`src/rtl/sdiv_pkg.sv`:
```
// Shared types and widths for the sdiv request sequencer and its watchdog.
package sdiv_pkg;
  localparam int DBUS_W     = 16;
  localparam int DIVIDEND_W = 32;

  typedef enum logic [2:0] {
    S_IDLE,
    S_SEND_HI,
    S_SEND_LO,
    S_SEND_DV,
    S_WAIT,
    S_OUT
  } sdiv_seq_state_t;
endpackage

```
`src/rtl/sdiv_wdog.sv`:
```
// Completion watchdog: counts enabled cycles after a clear, flags the cycle
// in which the count reaches TIMEOUT_CYCLES.
module sdiv_wdog #(
  parameter int TIMEOUT_CYCLES = 64,
  parameter int TO_W           = 7
) (
  input  logic CLK,
  input  logic RST_N,
  input  logic clr,
  input  logic en,
  output logic tc
);
  logic [TO_W-1:0] cnt;

  always_ff @(posedge CLK or negedge RST_N) begin
    if (!RST_N)   cnt <= '0;
    else if (clr) cnt <= '0;
    else if (en)  cnt <= cnt + 1'b1;
  end

  // tc fires in the cycle whose increment would make the count TIMEOUT_CYCLES
  assign tc = en && (cnt == TO_W'(TIMEOUT_CYCLES - 1));
endmodule

```
`src/rtl/sdiv_seq.sv`:
```
// Request sequencer for the 16-bit signed divider: serialises operands onto
// Dbus, waits for Rdy with a watchdog, and returns results on valid/ready.
module sdiv_seq
  import sdiv_pkg::*;
#(
  parameter int TIMEOUT_CYCLES = 64,
  parameter int TO_W           = 7
) (
  input  logic                         CLK,
  input  logic                         RST_N,
  input  logic                         in_valid,
  output logic                         in_ready,
  input  logic signed [DIVIDEND_W-1:0] in_dividend,
  input  logic signed [DBUS_W-1:0]     in_divisor,
  output logic                         div_st,
  output logic        [DBUS_W-1:0]     div_dbus,
  input  logic                         div_rdy,
  input  logic signed [DBUS_W-1:0]     div_quot,
  input  logic signed [DBUS_W-1:0]     div_rem,
  input  logic                         div_v,
  output logic                         out_valid,
  input  logic                         out_ready,
  output logic signed [DBUS_W-1:0]     out_quot,
  output logic signed [DBUS_W-1:0]     out_rem,
  output logic                         out_ovf,
  output logic                         out_dz,
  output logic                         out_to
);
  sdiv_seq_state_t state, state_nx;

  logic                         armed;
  logic                         hs;
  logic signed [DIVIDEND_W-1:0] op_dividend;
  logic signed [DBUS_W-1:0]     op_divisor;
  logic        [DBUS_W-1:0]     dbus_nx;
  logic                         load_res;
  logic signed [DBUS_W-1:0]     quot_nx, rem_nx;
  logic                         ovf_nx, dz_nx, to_nx;
  logic                         wd_clr, wd_en, wd_tc;

  // armed keeps in_ready low until the first edge after reset release
  assign in_ready = armed && (state == S_IDLE) && div_rdy;
  assign hs       = in_valid && in_ready;

  sdiv_wdog #(
    .TIMEOUT_CYCLES(TIMEOUT_CYCLES),
    .TO_W          (TO_W)
  ) u_wdog (
    .CLK  (CLK),
    .RST_N(RST_N),
    .clr  (wd_clr),
    .en   (wd_en),
    .tc   (wd_tc)
  );

  always_comb begin
    state_nx = state;
    dbus_nx  = '0;
    load_res = 1'b0;
    quot_nx  = '0;
    rem_nx   = '0;
    ovf_nx   = 1'b0;
    dz_nx    = 1'b0;
    to_nx    = 1'b0;
    wd_clr   = 1'b0;
    wd_en    = 1'b0;
    unique case (state)
      S_IDLE: begin
        if (hs) begin
          if (in_divisor == '0) begin
            state_nx = S_OUT;
            load_res = 1'b1;
            ovf_nx   = 1'b1;
            dz_nx    = 1'b1;
          end else begin
            state_nx = S_SEND_HI;
            dbus_nx  = in_dividend[DIVIDEND_W-1 -: DBUS_W];
          end
        end
      end
      S_SEND_HI: begin
        state_nx = S_SEND_LO;
        dbus_nx  = op_dividend[DBUS_W-1:0];
      end
      S_SEND_LO: begin
        state_nx = S_SEND_DV;
        dbus_nx  = op_divisor;
      end
      S_SEND_DV: begin
        state_nx = S_WAIT;
        wd_clr   = 1'b1;
      end
      S_WAIT: begin
        wd_en = 1'b1;
        // a completion in the terminal cycle takes priority over the timeout
        if (div_rdy) begin
          state_nx = S_OUT;
          load_res = 1'b1;
          quot_nx  = div_quot;
          rem_nx   = div_rem;
          ovf_nx   = div_v;
        end else if (wd_tc) begin
          state_nx = S_OUT;
          load_res = 1'b1;
          ovf_nx   = 1'b1;
          to_nx    = 1'b1;
        end
      end
      S_OUT: begin
        if (out_ready) state_nx = S_IDLE;
      end
      default: state_nx = S_IDLE;
    endcase
  end

  // control and output registers: Dbus/St are registered from the next state
  always_ff @(posedge CLK or negedge RST_N) begin
    if (!RST_N) begin
      state     <= S_IDLE;
      armed     <= 1'b0;
      div_st    <= 1'b0;
      div_dbus  <= '0;
      out_valid <= 1'b0;
      out_quot  <= '0;
      out_rem   <= '0;
      out_ovf   <= 1'b0;
      out_dz    <= 1'b0;
      out_to    <= 1'b0;
    end else begin
      state     <= state_nx;
      armed     <= 1'b1;
      div_st    <= (state_nx == S_SEND_HI);
      div_dbus  <= dbus_nx;
      out_valid <= (state_nx == S_OUT);
      if (load_res) begin
        out_quot <= quot_nx;
        out_rem  <= rem_nx;
        out_ovf  <= ovf_nx;
        out_dz   <= dz_nx;
        out_to   <= to_nx;
      end
    end
  end

  // operand capture on handshake
  always_ff @(posedge CLK) begin
    if (hs) begin
      op_dividend <= in_dividend;
      op_divisor  <= in_divisor;
    end
  end
endmodule

```
`config.mk`:
```
export PLATFORM = sky130hd
export DESIGN_NAME = sdiv_seq
export DESIGN_NICKNAME = d
export VERILOG_FILES = /design/src/rtl/sdiv_pkg.sv /design/src/rtl/sdiv_wdog.sv /design/src/rtl/sdiv_seq.sv
export SDC_FILE = /design/constraint.sdc
export NUM_CORES = 1
export LEC_CHECK = 0
export BUFFER_PORTS_ARGS = -buffer_cell sky130_fd_sc_hd__buf_2
export CORE_UTILIZATION = 52
export DETAILED_ROUTE_END_ITERATION = 10
export PLACE_DENSITY = 0.84
export SLEW_MARGIN = 20
export SYNTH_ARGS = -nofsm -noshare
export SYNTH_HDL_FRONTEND = slang
export SYNTH_HIERARCHICAL = 1
export SYNTH_SLANG_ARGS = --single-unit
```
`constraint.sdc`:
```
create_clock -name CLK -period 4.3 [get_ports CLK]
set_clock_uncertainty 0.05 [all_clocks]
set_input_delay 0.43 -clock CLK [delete_from_list [all_inputs] [get_ports CLK]]
set_output_delay 0.43 -clock CLK [all_outputs]
set_load 0.01 [all_outputs]
```
==> results.sh <==
export IMPL_outcome="completed"
export IMPL_row_count=30
export IMPL_clockBufferDepth=2
export IMPL_tritoncts="yes"
export IMPL_ys_seq_elements=96
export IMPL_clock_sinks=96
export IMPL_route_detailed_drc=0
export IMPL_path_cells="nor3b_4, nand4_4, or3_1, inv_1, o21a_1, a21oi_4, a22o_1"
export IMPL_worstMarginPinSlew_ns=0.798
export IMPL_clock_latency_ns=0.35
export IMPL_drv_cap=0
export IMPL_path_delay_family="simple AND/OR/NAND/NOR gates"
export IMPL_crit_buf_inv=1
export IMPL_grt_pass1_wl_um=11000
export IMPL_final_min_clock_period_ns=2.48
export IMPL_cts_made_buffers=9
export IMPL_irDropWorstVdd_uv=348
export IMPL_synth_commonest_cells="64 x dfrtp_1, 48 x a22o_1, 32 x edfxtp_1"
export IMPL_criticalPathCategory="flip-flop to flip-flop"
export IMPL_post_cts_buffers=0
export IMPL_gp_congestion=0.784
export IMPL_die_x_um=85.5
export IMPL_critical_path_startpoint="state[2]$_DFF_PN0_"
export IMPL_dp_hpwl_um=5060
export IMPL_initial_core_util=0.537
export IMPL_startpoint_type="flip-flop"
export IMPL_fmax_ghz=0.403
export IMPL_grt_total_usage=0.202
export IMPL_multi_input_area_um2=961
export IMPL_slowest_stage="dfrtp_1"
export IMPL_total_power_w=0.00285
export IMPL_power_density_nw_per_um2=625
export IMPL_final_seq_area_um2=2560
export IMPL_yosysUniqueCellTypes=41
export IMPL_synthCells=233
export IMPL_final_cells=455
export IMPL_ys_top_cells_by_area="dfrtp_1 44%, edfxtp_1 27%, a22o_1 12%"
export IMPL_cp_end_kind="flip-flop"
export IMPL_worstPathArrival_ns=2.67
export IMPL_finalSetupViolCount=0
export IMPL_fin_util=0.675
export IMPL_grt_max_degree=47
export IMPL_min_path_type="input pin to async pin"
export IMPL_grt_pass1_vias=2287
export IMPL_async_flop_share=0.667
export IMPL_cts_hold_buffers_added=0
export IMPL_viasPerCell=5.42
export IMPL_antenna_found_initial=0
export IMPL_tns_ns=0
export IMPL_synth_top_area_share=0.442
export IMPL_antenna_cells=0
export IMPL_final_max_slew_violation_count=0
export IMPL_syn_cell_area_um2=3630
export IMPL_syn_area_per_cell_um2=15.6
export IMPL_synth_flop_cell="dfrtp_1"
export IMPL_holdWs_ns=0.0319
export IMPL_drtAntennaViolNets=0
export IMPL_synth_yosys_seq_area_share=0.707
export IMPL_htreeDepth=3
export IMPL_dieArea_um2=7310
export IMPL_first_iter_violations=153
export IMPL_dieHeight_um=85.5
export IMPL_max_slew_margin_rel=0.467
export IMPL_syn2layout_area_growth_pct=25.8
export IMPL_syn_nets=320
export IMPL_synth_edff_count=32
export IMPL_timing_rr_start="state[2]$_DFF_PN0_"
export IMPL_grt_overflow_total=0
export IMPL_hold_violations=0
export IMPL_rsz0062_at_grt="no"
export IMPL_coreArea_um2=6760
export IMPL_drt_wirelength_per_cell_um=15.9
export IMPL_cpPeakStageDelay_ns=0.53
export IMPL_portBuffers=139
export IMPL_drt_pass1_iter_count=4
export IMPL_ys_warn_count=6
export IMPL_crit_required_ns=4.49
export IMPL_fin_nets=457
export IMPL_io_pins=140
export IMPL_synth_area_leader_cell="dfrtp_1"
export IMPL_vias=2464
export IMPL_clockRootBuffer="clkbuf_8"
export IMPL_p_leak_nw=2.35
export IMPL_clk_pin_slew_ns=0.09
export IMPL_place_inst=439
export IMPL_yosysMostFrequentCell="dfrtp_1"
export IMPL_crit_fanout=32
export IMPL_fin_crit_sh=0.577
export IMPL_drt_wl_total_um=7220
export IMPL_ctsResizeCount=0
export IMPL_fillers=503
export IMPL_drive_gt1_frac=0.445
stage by stage:
step                      setup slack, ns  instance area [um2]
after global routing                 1.64                 4560
after global placement               1.96                 4330
after CTS                            1.81                 4550
after detailed placement             1.83                 4330
after floorplan                      2.11                 3630
final                                1.82                 4560
metal layers:
metal / global-route usage / up-vias / routed length (um)
met5: 0 / - / 0
met4: 0.0652 / 0 / 97
met3: 0.0664 / 10 / 562
met2: 0.314 / 109 / 3450
met1: 0.271 / 1188 / 3100
li1: - / 1157 / -
registers in the layout, summed over array words and instances (netlist names), 3 cells and up:
register and flops:
div_dbus 16, op_dividend 16, op_divisor 16, out_quot 16
out_rem 16, state 3, u_wdog/cnt 7
logic make-up after synthesis:
group	Yosys count	share of synthesized area
AOI/OAI and AO/OA	74	0.168
buffers and inverters	18	0.0321
other	1	0.00103
xor gates and xnor gates	4	0.00966
muxes	1	0.00276
DFF	96	0.707
and+or+nand+nor	38	0.0763
adders and majority gates	1	0.00345
cells in the final DEF (no fill, tap or decap), types with 2 or more instances in the layout:
cell	instances
nand4_1	2
dfrtp_1	64
buf_2	138
a21o_1	16
nand2_1	7
or3_1	2
inv_6	2
nor2_1	5
nor4_1	5
buf_4	2
edfxtp_1	32
o21ai_0	3
clkbuf_8	9
nor3b_4	3
a21oi_1	2
xor2_1	3
bufinv_16	2
nand3b_1	3
a22o_1	48
inv_1	4
worst paths after layout:
kind / slack [ns] / to / depth (start not counted)
setup / recovery: 1.82 / out_rem[15]$_DFFE_PN0P_ / 7
max in group asynchronous: 3.50 / div_st$_DFF_PN0_ / 2
hold / removal: 0.03 / out_quot[4]$_DFFE_PN0P_ / 1
min in group CLK: 0.20 / op_dividend[7]$_DFFE_PN_ / 1
hold reg to reg: 0.45 / out_rem[3]$_DFFE_PN0P_ / 1
setup reg to reg: 1.82 / out_rem[15]$_DFFE_PN0P_ / 7
power breakdown:
group	switching [W]	total, W	internal [W]
logic	0.000426	0.000855	0.000428
clock network	0.000304	0.000633	0.000329
registers	0.000150	0.00136	0.00121
area by class of cell:
| class | instances | area share |
|---|---|---|
| Inverter | 4 | 0.00329 |
| Sequential cell | 96 | 0.562 |
| Clock buffer | 9 | 0.0272 |
| Tap cell | 80 | 0.0219 |
| Multi-Input combinational cell | 119 | 0.211 |
| Clock inverter | 7 | 0.0206 |
| Timing Repair Buffer | 140 | 0.155 |
Note: power is estimated with default switching activity, not from simulation.
